$ cat src/rtl/ps2_pkg.sv
// Shared constants, FSM state type and parity helper for the PS/2 scan-code receiver.
package ps2_pkg;

  localparam logic [7:0] PS2_EXT_PREFIX   = 8'hE0;
  localparam logic [7:0] PS2_BREAK_PREFIX = 8'hF0;
  localparam int         PS2_FRAME_BITS   = 11;

  typedef enum logic [1:0] {
    ST_IDLE  = 2'd0,
    ST_DATA  = 2'd1,
    ST_CHECK = 2'd2
  } ps2_state_e;

  // PS/2 uses odd parity across the eight data bits plus the parity bit.
  function automatic logic odd_parity_ok(input logic [7:0] data, input logic par);
    return ^{data, par};
  endfunction

endpackage

$ cat src/rtl/ps2_line_filter.sv
// Line conditioning: 2-flop synchronisers on both PS/2 lines, saturating glitch
// filter and falling-edge strobe on the clock line; the data line bypasses the filter.
module ps2_line_filter #(
  parameter int FILTER_LEN = 8
) (
  input  logic clk,
  input  logic reset,
  input  logic kbclk_i,
  input  logic kbdat_i,
  output logic clk_fall_o,
  output logic dat_sync_o
);

  localparam int CW = $clog2(FILTER_LEN + 1);

  logic [1:0]    clk_sync_q, clk_sync_d;
  logic [1:0]    dat_sync_q, dat_sync_d;
  logic [CW-1:0] flt_cnt_q, flt_cnt_d;
  logic          flt_lvl_q, flt_lvl_d;
  logic          fall_q, fall_d;
  logic          sample;

  assign sample = clk_sync_q[1];

  always_comb begin
    clk_sync_d = {clk_sync_q[0], kbclk_i};
    dat_sync_d = {dat_sync_q[0], kbdat_i};
    flt_cnt_d  = '0;
    flt_lvl_d  = flt_lvl_q;
    fall_d     = 1'b0;
    // The level flips only on the FILTER_LEN-th consecutive differing sample.
    if (sample != flt_lvl_q) begin
      if (flt_cnt_q == CW'(FILTER_LEN - 1)) begin
        flt_lvl_d = sample;
        fall_d    = ~sample;
      end else begin
        flt_cnt_d = flt_cnt_q + 1'b1;
      end
    end
  end

  always_ff @(posedge clk or negedge reset) begin
    if (!reset) begin
      clk_sync_q <= 2'b11;
      dat_sync_q <= 2'b11;
      flt_cnt_q  <= '0;
      flt_lvl_q  <= 1'b1;
      fall_q     <= 1'b0;
    end else begin
      clk_sync_q <= clk_sync_d;
      dat_sync_q <= dat_sync_d;
      flt_cnt_q  <= flt_cnt_d;
      flt_lvl_q  <= flt_lvl_d;
      fall_q     <= fall_d;
    end
  end

  assign clk_fall_o = fall_q;
  assign dat_sync_o = dat_sync_q[1];

endmodule

$ cat src/rtl/ps2_scan_rx.sv
// PS/2 receive front end: deframes 11-bit frames and folds E0/F0 prefixes into key events.
// Define PS2_PARITY_CHECK_EN to reject frames with bad parity.
module ps2_scan_rx
  import ps2_pkg::*;
#(
  parameter int FILTER_LEN  = 8,
  parameter int TIMEOUT_CYC = 100000
) (
  input  logic       clk,
  input  logic       reset,
  input  logic       kbclk,
  input  logic       kbdat,
  output logic [7:0] scan_code,
  output logic       scan_code_ready,
  output logic       key_break,
  output logic       key_extended,
  output logic       frame_error,
  output ps2_state_e dbg_state
);

  localparam int TW = $clog2(TIMEOUT_CYC + 1);
`ifdef PS2_PARITY_CHECK_EN
  localparam logic PARITY_IGNORE = 1'b0;
`else
  localparam logic PARITY_IGNORE = 1'b1;
`endif

  logic fall, dat;

  ps2_line_filter #(.FILTER_LEN(FILTER_LEN)) u_filter (
    .clk        (clk),
    .reset      (reset),
    .kbclk_i    (kbclk),
    .kbdat_i    (kbdat),
    .clk_fall_o (fall),
    .dat_sync_o (dat)
  );

  ps2_state_e    state_q, state_d;
  logic [3:0]    bit_cnt_q, bit_cnt_d;
  logic [8:0]    shift_q, shift_d;
  logic [TW-1:0] tmo_q, tmo_d;
  logic          ext_pend_q, ext_pend_d;
  logic          brk_pend_q, brk_pend_d;
  logic [7:0]    scan_q, scan_d;
  logic          ready_q, ready_d;
  logic          brk_q, brk_d;
  logic          ext_q, ext_d;
  logic          err_q, err_d;
  logic          frame_ok;

  // Start bit is validated on entry to DATA, so only stop and parity remain.
  assign frame_ok = dat & (PARITY_IGNORE | odd_parity_ok(shift_q[7:0], shift_q[8]));

  always_comb begin
    state_d    = state_q;
    bit_cnt_d  = bit_cnt_q;
    shift_d    = shift_q;
    tmo_d      = tmo_q;
    ext_pend_d = ext_pend_q;
    brk_pend_d = brk_pend_q;
    scan_d     = scan_q;
    brk_d      = brk_q;
    ext_d      = ext_q;
    ready_d    = 1'b0;
    err_d      = 1'b0;
    case (state_q)
      ST_IDLE: begin
        tmo_d     = '0;
        bit_cnt_d = '0;
        if (fall && !dat) begin
          state_d   = ST_DATA;
          bit_cnt_d = 4'd1;
        end
      end
      ST_DATA: begin
        if (fall) begin
          tmo_d     = '0;
          bit_cnt_d = bit_cnt_q + 1'b1;
          if (bit_cnt_q != 4'(PS2_FRAME_BITS - 1)) begin
            // Data bits then parity shift in from the top: LSB ends at bit 0.
            shift_d = {dat, shift_q[8:1]};
          end else begin
            state_d = ST_CHECK;
            // Outputs are registered here so they appear in the CHECK cycle.
            if (!frame_ok) begin
              err_d      = 1'b1;
              ext_pend_d = 1'b0;
              brk_pend_d = 1'b0;
            end else if (shift_q[7:0] == PS2_EXT_PREFIX) begin
              ext_pend_d = 1'b1;
            end else if (shift_q[7:0] == PS2_BREAK_PREFIX) begin
              brk_pend_d = 1'b1;
            end else begin
              scan_d     = shift_q[7:0];
              brk_d      = brk_pend_q;
              ext_d      = ext_pend_q;
              ready_d    = 1'b1;
              ext_pend_d = 1'b0;
              brk_pend_d = 1'b0;
            end
          end
        end else if (tmo_q == TW'(TIMEOUT_CYC - 1)) begin
          state_d    = ST_IDLE;
          err_d      = 1'b1;
          tmo_d      = '0;
          bit_cnt_d  = '0;
          ext_pend_d = 1'b0;
          brk_pend_d = 1'b0;
        end else begin
          tmo_d = tmo_q + 1'b1;
        end
      end
      ST_CHECK: begin
        state_d   = ST_IDLE;
        bit_cnt_d = '0;
      end
      default: state_d = ST_IDLE;
    endcase
  end

  always_ff @(posedge clk or negedge reset) begin
    if (!reset) begin
      state_q    <= ST_IDLE;
      bit_cnt_q  <= '0;
      shift_q    <= '0;
      tmo_q      <= '0;
      ext_pend_q <= 1'b0;
      brk_pend_q <= 1'b0;
      scan_q     <= '0;
      ready_q    <= 1'b0;
      brk_q      <= 1'b0;
      ext_q      <= 1'b0;
      err_q      <= 1'b0;
    end else begin
      state_q    <= state_d;
      bit_cnt_q  <= bit_cnt_d;
      shift_q    <= shift_d;
      tmo_q      <= tmo_d;
      ext_pend_q <= ext_pend_d;
      brk_pend_q <= brk_pend_d;
      scan_q     <= scan_d;
      ready_q    <= ready_d;
      brk_q      <= brk_d;
      ext_q      <= ext_d;
      err_q      <= err_d;
    end
  end

  assign scan_code       = scan_q;
  assign scan_code_ready = ready_q;
  assign key_break       = brk_q;
  assign key_extended    = ext_q;
  assign frame_error     = err_q;
  assign dbg_state       = state_q;

endmodule

$ cat config.mk
export PLATFORM = sky130hd
export DESIGN_NAME = ps2_scan_rx
export DESIGN_NICKNAME = d
export VERILOG_FILES = /design/src/rtl/ps2_pkg.sv /design/src/rtl/ps2_line_filter.sv /design/src/rtl/ps2_scan_rx.sv
export SDC_FILE = /design/constraint.sdc
export NUM_CORES = 1
export LEC_CHECK = 0
export BUFFER_PORTS_ARGS = -buffer_cell sky130_fd_sc_hd__buf_2
export CAP_MARGIN = 20
export CORE_MARGIN = 4
export CORE_UTILIZATION = 40
export CTS_BUF_LIST = sky130_fd_sc_hd__clkbuf_8
export CTS_CLUSTER_SIZE = 30
export DETAILED_ROUTE_END_ITERATION = 16
export PLACE_DENSITY_LB_ADDON = 0.3
export RECOVER_POWER = 25
export REMOVE_ABC_BUFFERS = 1
export SLEW_MARGIN = 20
export SYNTH_ARGS = -nofsm -noshare
export SYNTH_HDL_FRONTEND = slang
export SYNTH_SLANG_ARGS = --single-unit
$ cat constraint.sdc
create_clock -name clk -period 1.7 [get_ports clk]
set_input_delay 0.17 -clock clk [delete_from_list [all_inputs] [get_ports clk]]
set_output_delay 0.17 -clock clk [all_outputs]
set_load 0.01 [all_outputs]
==> results of run 1 <==
-- cell families after synthesis --
family | count (synthesis)
compound gates | 27
buf+inv | 10
xor+xnor | 14
simple gates | 81
fa+ha+maj | 7
mux | 20
flops | 56
-- critical path: stages (launching register included) --
cell and delay (ns):
dfrtp_1 0.37, ha_2 0.20, and4_4 0.26, nand4_4 0.10, and2_4 0.19, or3_1 0.30
a22o_1 0.18
-- layout make-up --
cell class / count / share of cell area (%)
Clock buffer: 5 / 1.98
Clock inverter: 3 / 1.84
Inverter: 4 / 0.432
Multi-Input combinational cell: 149 / 36.0
Sequential cell: 56 / 40.5
Tap cell: 75 / 2.70
Timing Repair Buffer: 77 / 16.5
-- per-stage QoR --
| stage | area, sq um | power (uW) | setup TNS (ns) | cells |
|---|---|---|---|---|
| floorplan | 2500 | 1520 | -8.67 | 209 |
| global placement | 3050 | 1580 | -0.315 | 349 |
| detailed placement | 3050 | 1580 | -0.710 | 349 |
| CTS | 3330 | 2610 | -0.0266 | 366 |
| global route | 3470 | 2690 | -0.686 | 369 |
| finish | 3470 | 2580 | -0.0269 | 369 |
-- cells in the final DEF (no fill, tap or decap), types with 5 or more instances in the layout --
cell	n
nor3_1	5
buf_4	48
xor2_1	6
nand2_1	11
mux2_4	8
buf_2	17
xnor2_1	8
nand3_1	7
nor2_1	22
clkbuf_8	5
buf_6	8
mux2_2	12
dfrtp_1	51
dfstp_2	5
-- synth_stat cells (3+ instances only) --
cell     instances  share of area, %
and3_1           3              0.74
dfrtp_1         51                50
xnor2_1          8               2.8
ha_1             7               3.5
a21oi_1          5              0.99
inv_1            4              0.59
dfstp_2          5               5.2
o22a_1           4               1.4
xor2_1           6               2.1
nand3_1          8               1.6
buf_2            3              0.59
o21ai_0          3              0.59
nor2b_1          4              0.99
nor2_1          25               3.7
mux2_2          20               8.9
nor3_1           7               1.4
nand2_1         15               2.2
-- where the power goes --
part,switching [uW],internal (uW)
Combinational,74.9,70.6
Sequential,31.9,1390
Clock,433,583
-- flip-flops by register name, indices dropped and copies added, names as in the netlist --
register	cells
bit_cnt_q	4
frame_error	1
u_filter.flt_lvl_q	1
ext_pend_q	1
scan_code	8
u_filter.clk_fall_o	1
u_filter.clk_sync_q	2
u_filter.dat_sync_q	2
key_break	1
tmo_q	17
shift_q	9
dbg_state	2
scan_code_ready	1
key_extended	1
u_filter.flt_cnt_q	4
brk_pend_q	1
-- path summary, 6_finish.rpt --
| check | end | slack, ns |
|---|---|---|
| max | bit_cnt_q[3] | -0.01 |
| min | u_filter.clk_sync_q[1] | 0.36 |
| max reg2reg | bit_cnt_q[3] | -0.01 |
| min reg2reg | u_filter.clk_sync_q[1] | 0.36 |
| max in group asynchronous | scan_code[6] | 0.65 |
| min in group asynchronous | tmo_q[6] | 0.55 |
-- per-layer routing --
layer	part of all wire (%)	wire [um]
met5	0	0
met4	1.5	77
met3	2.4	124
met2	47	2430
met1	49	2490
-- repair_timing --
item                                   CTS  global route
cloned                                   0             1
endpoints found under the hold margin   53             0
setup endpoints to repair               25            29
hold buffers                             3             0
setup buffers                            6             4
pin swaps                                8            11
gates resized for setup                 18            31
==> results.cfg, run 1 <==
[drt]
drt_iter0_markers = 75
drc_errors = 0
vias = 1856
ant_nets = 0
wl_um = 5130
drtPass1Iterations = 4
viasPerCell = 5.03
post_drt_wl_per_cell_um = 13.9

[floorplan]
die_x_um = 87.6
ios = 18
rows = 28
start_util_pct = 42.1
die_y_um = 87.6
die_area_sq_um = 7680
core-area_sq_um = 6030

[global_routing]
grtUsageMet1_pct = 19.4
use_met3_pct = 2.92
busiest_layer = met2
antenna_found_initial = 0
use_met2_pct = 23.4
grt_max_degree = 57
gr-total-overflow = 0
grt_pass1_vias = 1899
grt_usage_pct = 14.5
grt_pass1_wl_um = 8760

[final_layout]
ff_latch_area_sq_um = 1410
num_antenna_cells = 0
multi_input_area_sq_um = 1250
area_growth_pct = 36.9
drive_gt1_share_pct = 46.9
final_core_util_pct = 57.6
layout.nets = 304
n_fill_cell = 517

[sta]
fmax_mhz = 584
whs_ns = 0.361
fin_crit_ns = 1.71
setup_viol = 2
fin_skew_ns = 0.0107
relSlewSlack_pct = 50.3
hold_violations = 0
finalWorstSetupSlack_ns = -0.0135
drv_slew = 0
tightest_slew_ns = 0.746
fin_crit_sh_pct = 101
rsz0062_at_grt = yes

[power_and_ir_drop]
p_leak_uw = 0.00168
ir_worst_vdd_mv = 0.785
p_per_area_nw_per_um2 = 743

[worst_hold_path]
whs_path_depth = 0
hp-start = u_filter.clk_sync_q[0]
min_path_type = reg2reg

[yosys]
synth_top_family_by_area = simple AND/OR/NAND/NOR gates
muxShareOfSynthArea_pct = 8.88
synth-main-ff-cell = dfrtp_1
synth_compound_area_share_pct = 7.84
ys_warn_count = 0
syn_inst = 215
ys_seq_area_share_pct = 55.5
synth_xor_area_share_pct = 4.83
synth_edf_count = 0
ys_seq_elements = 56
async_flop_share_pct = 100
yosys.area_share.simple_pct = 17.4
synthAdderAreaFrac_pct = 3.45
synth_area_sq_um = 2540
ys_types = 47
syn_avg_cell_area_sq_um = 11.8

[clocking]
cts_tree = built
clkLatencyLatePin_ns = 0.31
cts-root-buf = clkbuf_8
cts.clk_slew.worst_paths_ns = 0.10
clk_path_buf_depth = 2
ctsHtreeMaxLevel = 2
numClockSinks = 56
numCtsBuffers = 5

[worst_setup_path]
critPathKind = reg2reg
worst_ep_required_time_ns = 1.91
critPathArrivalTime_ns = 1.92
crit_path_start_kind = flip-flop
crit_path_start = tmo_q[0]
timing.rr.start = tmo_q[0]
r2r_cells = 6
worstSetupEndpointType = flip-flop
cp_max_fo = 4

[status]
violations = setup timing
status = finished with violations

[placed_design]
pre_cts_ws_ns = -0.0872
io_buffers = 17
dp_hpwl_um = 3390
gp_congestion = 0.799

[run]
drv_cap = 0
(Power assumes the default switching activity.)
==> inputs of run 2 (changes only) <==
Settings changed: CORE_UTILIZATION 40 to 50.
Clock period 1.7 ns to 1.4 ns, I/O delays scaled along.
==> run 2 against run 1 <==
The flow still finishes with violations (setup timing). Total power rose by 12%. Clock-buffer cell count did not move. Die area fell by 18%. First-iteration DRC count rose by 52%. Final area rose by 14%.
==> results.cfg, run 2 (synthesis results as in run 1) <==
[status]
status = finished with violations
violations = setup timing

[sta]
fin_crit_sh_pct = 128
hold_violations = 0
fmax_mhz = 559
rsz0062_at_grt = yes
setup_viol = 45
whs_ns = 0.319
fin_skew_ns = 0.0134
drv_slew = 0
relSlewSlack_pct = 66.6
fin_crit_ns = 1.79
finalWorstSetupSlack_ns = -0.390
tightest_slew_ns = 0.501

[clocking]
numCtsBuffers = 5
cts-root-buf = clkbuf_8
cts_tree = built
cts.clk_slew.worst_paths_ns = 0.11
numClockSinks = 56
clkLatencyLatePin_ns = 0.32
ctsHtreeMaxLevel = 2
clk_path_buf_depth = 2

[final_layout]
multi_input_area_sq_um = 1460
fin_cells = 392
num_antenna_cells = 0
layout_common_cells = 60 x buf_4, 50 x dfrtp_1, 24 x buf_6
area_growth_pct = 56.4
layout.nets = 335
final_core_util_pct = 82.4
largest_register_ff_count = 17
drive_gt1_share_pct = 59.4
layout_commonest_cell = buf_4
n_fill_cell = 254
ff_latch_area_sq_um = 1410
top_register = tmo_q

[drt]
viasPerCell = 5.54
vias = 2171
drc_errors = 0
drtPass1Iterations = 5
ant_nets = 0
drt_iter0_markers = 114
wl_um = 7470
post_drt_wl_per_cell_um = 19.1

[worst_setup_path]
critPathKind = reg2reg
crit_family = simple AND/OR/NAND/NOR gates
crit_buf_inv = 2
path_cells = inv_2, ha_4, nand2_4, nor3_4, nand2_2, nor2_4, buf_6, mux2_4
cp_max_fo = 6
worstSetupEndpointType = flip-flop
critPathArrivalTime_ns = 2.01
worst_ep_required_time_ns = 1.62
crit_path_start_kind = flip-flop
crit_slowest_cell = dfrtp_1
slowest_delay_ns = 0.42

[floorplan]
start_util_pct = 52.6
rows = 25
ios = 18
die_area_sq_um = 6280
core-area_sq_um = 4820
die_x_um = 79.2
die_y_um = 79.2

[global_routing]
grt_max_degree = 28
antenna_found_initial = 0
gr-total-overflow = 0
grt_pass1_vias = 2138
grt_pass1_wl_um = 10600
grt_usage_pct = 21.8

[run]
drv_cap = 0

[placed_design]
io_buffers = 17
dp_cells = 357
dp_hpwl_um = 3690
gp_congestion = 0.807

[power_and_ir_drop]
ir_worst_vdd_mv = 0.655
p_leak_uw = 0.00188
total_power_uw = 2890
p_per_area_nw_per_um2 = 728

[worst_hold_path]
min_path_type = in2async
run 2: per-layer routing:
layer | track usage, % | vias up | wire [um]
met1 | 28.2 | 1109 | 3180
li1 | - | 978 | -
met3 | 3.06 | 24 | 246
met2 | 38.4 | 60 | 3770
met5 | 0 | - | 0
met4 | 5.67 | 0 | 271
run 2: path summary, 6_finish.rpt:
kind                                        start                     end  slack (ns)  cells past startpoint
max                                  dbg_state[1]            scan_code[4]       -0.39                      8
min                                         reset            dbg_state[1]        0.32                      2
max reg2reg                          dbg_state[1]            scan_code[4]       -0.39                      8
min reg2reg                u_filter.clk_sync_q[0]  u_filter.clk_sync_q[1]        0.36                      0
max in group asynchronous                   reset                tmo_q[7]        0.51                      3
min in group clk           u_filter.clk_sync_q[0]  u_filter.clk_sync_q[1]        0.36                      0
run 2: layout make-up:
type	instances	share of cell area, %
Clock buffer	5	1.73
Sequential cell	56	35.5
Clock inverter	3	0.631
Multi-Input combinational cell	149	36.7
Tap cell	67	2.11
Inverter	4	0.378
Timing Repair Buffer	108	23.0
run 2: where the power goes:
group | total (uW) | leakage (uW) | internal (uW) | switching, uW
Combinational | 211 | 0.00108 | 103 | 109
Clock | 952 | 0.0000452 | 367 | 585
Sequential | 1730 | 0.000761 | 1680 | 42.4
run 2: per-stage QoR:
step / worst slack [ns] / TNS, ns / cell area (sq um)
2_1_floorplan: -0.790 / -20.60 / 2500
3_3_place_gp: -0.342 / -10.66 / 3170
3_5_place_dp: -0.455 / -12.87 / 3170
4_1_cts: -0.338 / -11.25 / 3720
5_1_grt: -0.447 / -14.87 / 3970
6_report: -0.390 / -12.75 / 3970
run 2: what timing repair did:
| item | CTS | global route |
|---|---|---|
| gates resized for setup | 72 | 51 |
| setup endpoints to repair | 46 | 46 |
| endpoints found under the hold margin | 13 | 0 |
| setup buffers | 18 | 12 |
| hold buffers | 3 | 0 |
| gates cloned | 2 | 0 |
| pin swaps | 30 | 20 |
run 2: worst register-to-register path: cells and delay by family (launching register included):
kind                       cells  cell delay [ns]
adders and majority gates      1             0.17
buffers and inverters          2             0.26
DFF                            1             0.42
muxes                          1             0.32
and+or+nand+nor                4             0.53
==> inputs of run 3 (changes only) <==
Settings changed: CELL_PAD_IN_SITES_DETAIL_PLACEMENT set to 0, CELL_PAD_IN_SITES_GLOBAL_PLACEMENT set to 2, CORE_UTILIZATION 50 to 38.
==> run 3 against run 2 <==
The run still ends with setup timing left. Hold slack better by 0.043 ns. Critical path depth grew 1. Sequential power hardly changed. Cell count is 2.6% higher. Die area increased by 28%. Clock-buffer cell count did not move. Via count fell by 7.6%. Critical path type unchanged. Highest routed layer unchanged.
==> results.cfg, run 3 (synthesis results as in run 1) <==
[status]
status = finished with violations
violations = setup timing

[sta]
setup_viol = 46
relSlewSlack_pct = 48.7
hold_violations = 0
drv_slew = 0
tightest_slew_ns = 0.769
fin_skew_ns = 0.00915
whs_ns = 0.361
fin_crit_sh_pct = 129
fmax_mhz = 553
fin_crit_ns = 1.81
rsz0062_at_grt = yes
finalWorstSetupSlack_ns = -0.408

[final_layout]
n_fill_cell = 540
layout.nets = 335
drive_gt1_share_pct = 56.6
top_register = tmo_q
final_core_util_pct = 60.4
layout_common_cells = 64 x buf_4, 50 x dfrtp_1, 21 x buf_6
largest_register_ff_count = 17
layout_commonest_cell = buf_4
num_antenna_cells = 0
area_growth_pct = 52.8

[clocking]
ctsHtreeMaxLevel = 2
clkLatencyLatePin_ns = 0.32
cts.clk_slew.worst_paths_ns = 0.11
cts_tree = built
cts-root-buf = clkbuf_8
numCtsBuffers = 5
numClockSinks = 56
clk_path_buf_depth = 2

[drt]
top_layer_used = met4
wl_um = 5770
met2_length_um = 2850
drt_iter0_markers = 56
drtPass1Iterations = 4
ant_nets = 0
wl_met3_um = 131
vias = 2006
viasPerCell = 4.99
post_drt_wl_per_cell_um = 14.4
drc_errors = 0
wl_met1_um = 2710

[floorplan]
core-area_sq_um = 6420
die_y_um = 89.7
start_util_pct = 39.5
die_x_um = 89.7
die_area_sq_um = 8050
rows = 29
ios = 18

[power_and_ir_drop]
p_leak_uw = 0.00188
swShare_pct = 25.1
pwr-share-seq_pct = 60.1
internal_power_uw = 2150
p_sw_uw = 719
comb_power_share_pct = 6.7
p_clk_share_pct = 33.2
p_per_area_nw_per_um2 = 739
ir_worst_vdd_mv = 0.469

[placed_design]
dp_hpwl_um = 3760
gp_congestion = 0.804
pre_cts_ws_ns = -0.613
io_buffers = 17

[worst_setup_path]
critPathKind = reg2reg
cp_max_fo = 5
worst_ep_required_time_ns = 1.62
worstSetupEndpointType = flip-flop
critPathArrivalTime_ns = 2.02
crit_path_start_kind = flip-flop

[global_routing]
grt_pass1_wl_um = 9720
grt_pass1_vias = 2061
antenna_found_initial = 0
grt_max_degree = 57
grt_usage_pct = 15.8
gr-total-overflow = 0

[worst_hold_path]
min_path_type = reg2reg

[run]
drv_cap = 0
==> run 3: cell count changes in the layout (fill, tap and decap cells not counted), moves of 4 or more <==
cell and delta:
buf_4 +4, nor2_1 +8, nor2_2 -4, nor2_4 -4
==> run 3: per-layer routing <==
metal,up-vias,GRT usage (%)
met5,-,0
met1,989,20.5
met3,6,3.28
li1,986,-
met2,25,26.3
met4,0,5.28
==> run 3: stage by stage <==
| step | instance area (sq um) | TNS [ns] | std cells | power, uW |
|---|---|---|---|---|
| after floorplan | 2500 | -20.60 | 209 | 1850 |
| after global placement | 3210 | -17.34 | 372 | 1920 |
| after detailed placement | 3210 | -18.07 | 372 | 1930 |
| after CTS | 3740 | -11.50 | 397 | 2900 |
| after global routing | 3880 | -17.04 | 402 | 3000 |
| final | 3880 | -13.09 | 402 | 2870 |
==> run 3: final timing paths <==
path / start / to / slack (ns) / cells after the start
setup reg to reg: dbg_state[1] / scan_code[2] / -0.41 / 9
min in group asynchronous: reset / bit_cnt_q[3] / 0.51 / 3
max in group asynchronous: reset / dbg_state[0] / 0.36 / 3
setup / recovery: dbg_state[1] / scan_code[2] / -0.41 / 9
hold reg to reg: u_filter.clk_sync_q[0] / u_filter.clk_sync_q[1] / 0.36 / 0
hold / removal: u_filter.clk_sync_q[0] / u_filter.clk_sync_q[1] / 0.36 / 0
==> run 3: cell type report <==
class | instances | area [sq um] | share of cell area [%]
clock inverter | 3 | 27.5 | 0.710
tap | 77 | 96.3 | 2.49
inverter | 4 | 15.0 | 0.387
multi-input combinational | 149 | 1380 | 35.6
clock buffer | 5 | 68.8 | 1.78
timing repair buffer | 108 | 880 | 22.7
sequential | 56 | 1410 | 36.3
==> run 3: power groups by stage <==
stage | combinational, uW | clock (uW) | sequential [uW]
2_1_floorplan | 99.9 | 0 | 1750
3_3_place_gp | 173 | 0 | 1750
3_5_place_dp | 176 | 0 | 1750
4_1_cts | 200 | 979 | 1720
5_1_grt | 219 | 1060 | 1730
6_report | 192 | 950 | 1720
==> run 3: what timing repair did <==
| action | 4_1_cts | 5_1_grt |
|---|---|---|
| pin swaps | 27 | 32 |
| hold buffers | 3 | 0 |
| endpoints found under the hold margin | 53 | 0 |
| buffers inserted | 14 | 9 |
| gates cloned | 2 | 0 |
| endpoints found under the setup margin | 46 | 46 |
| resized for setup | 67 | 28 |
==> run 3: critical path, stage by stage (launching register included) <==
cell	delay, ns
dfrtp_1	0.40
inv_2	0.09
ha_4	0.16
buf_4	0.12
nand2_4	0.05
nor3_4	0.18
nand2_2	0.11
nor2_4	0.13
buf_6	0.15
mux2_4	0.30
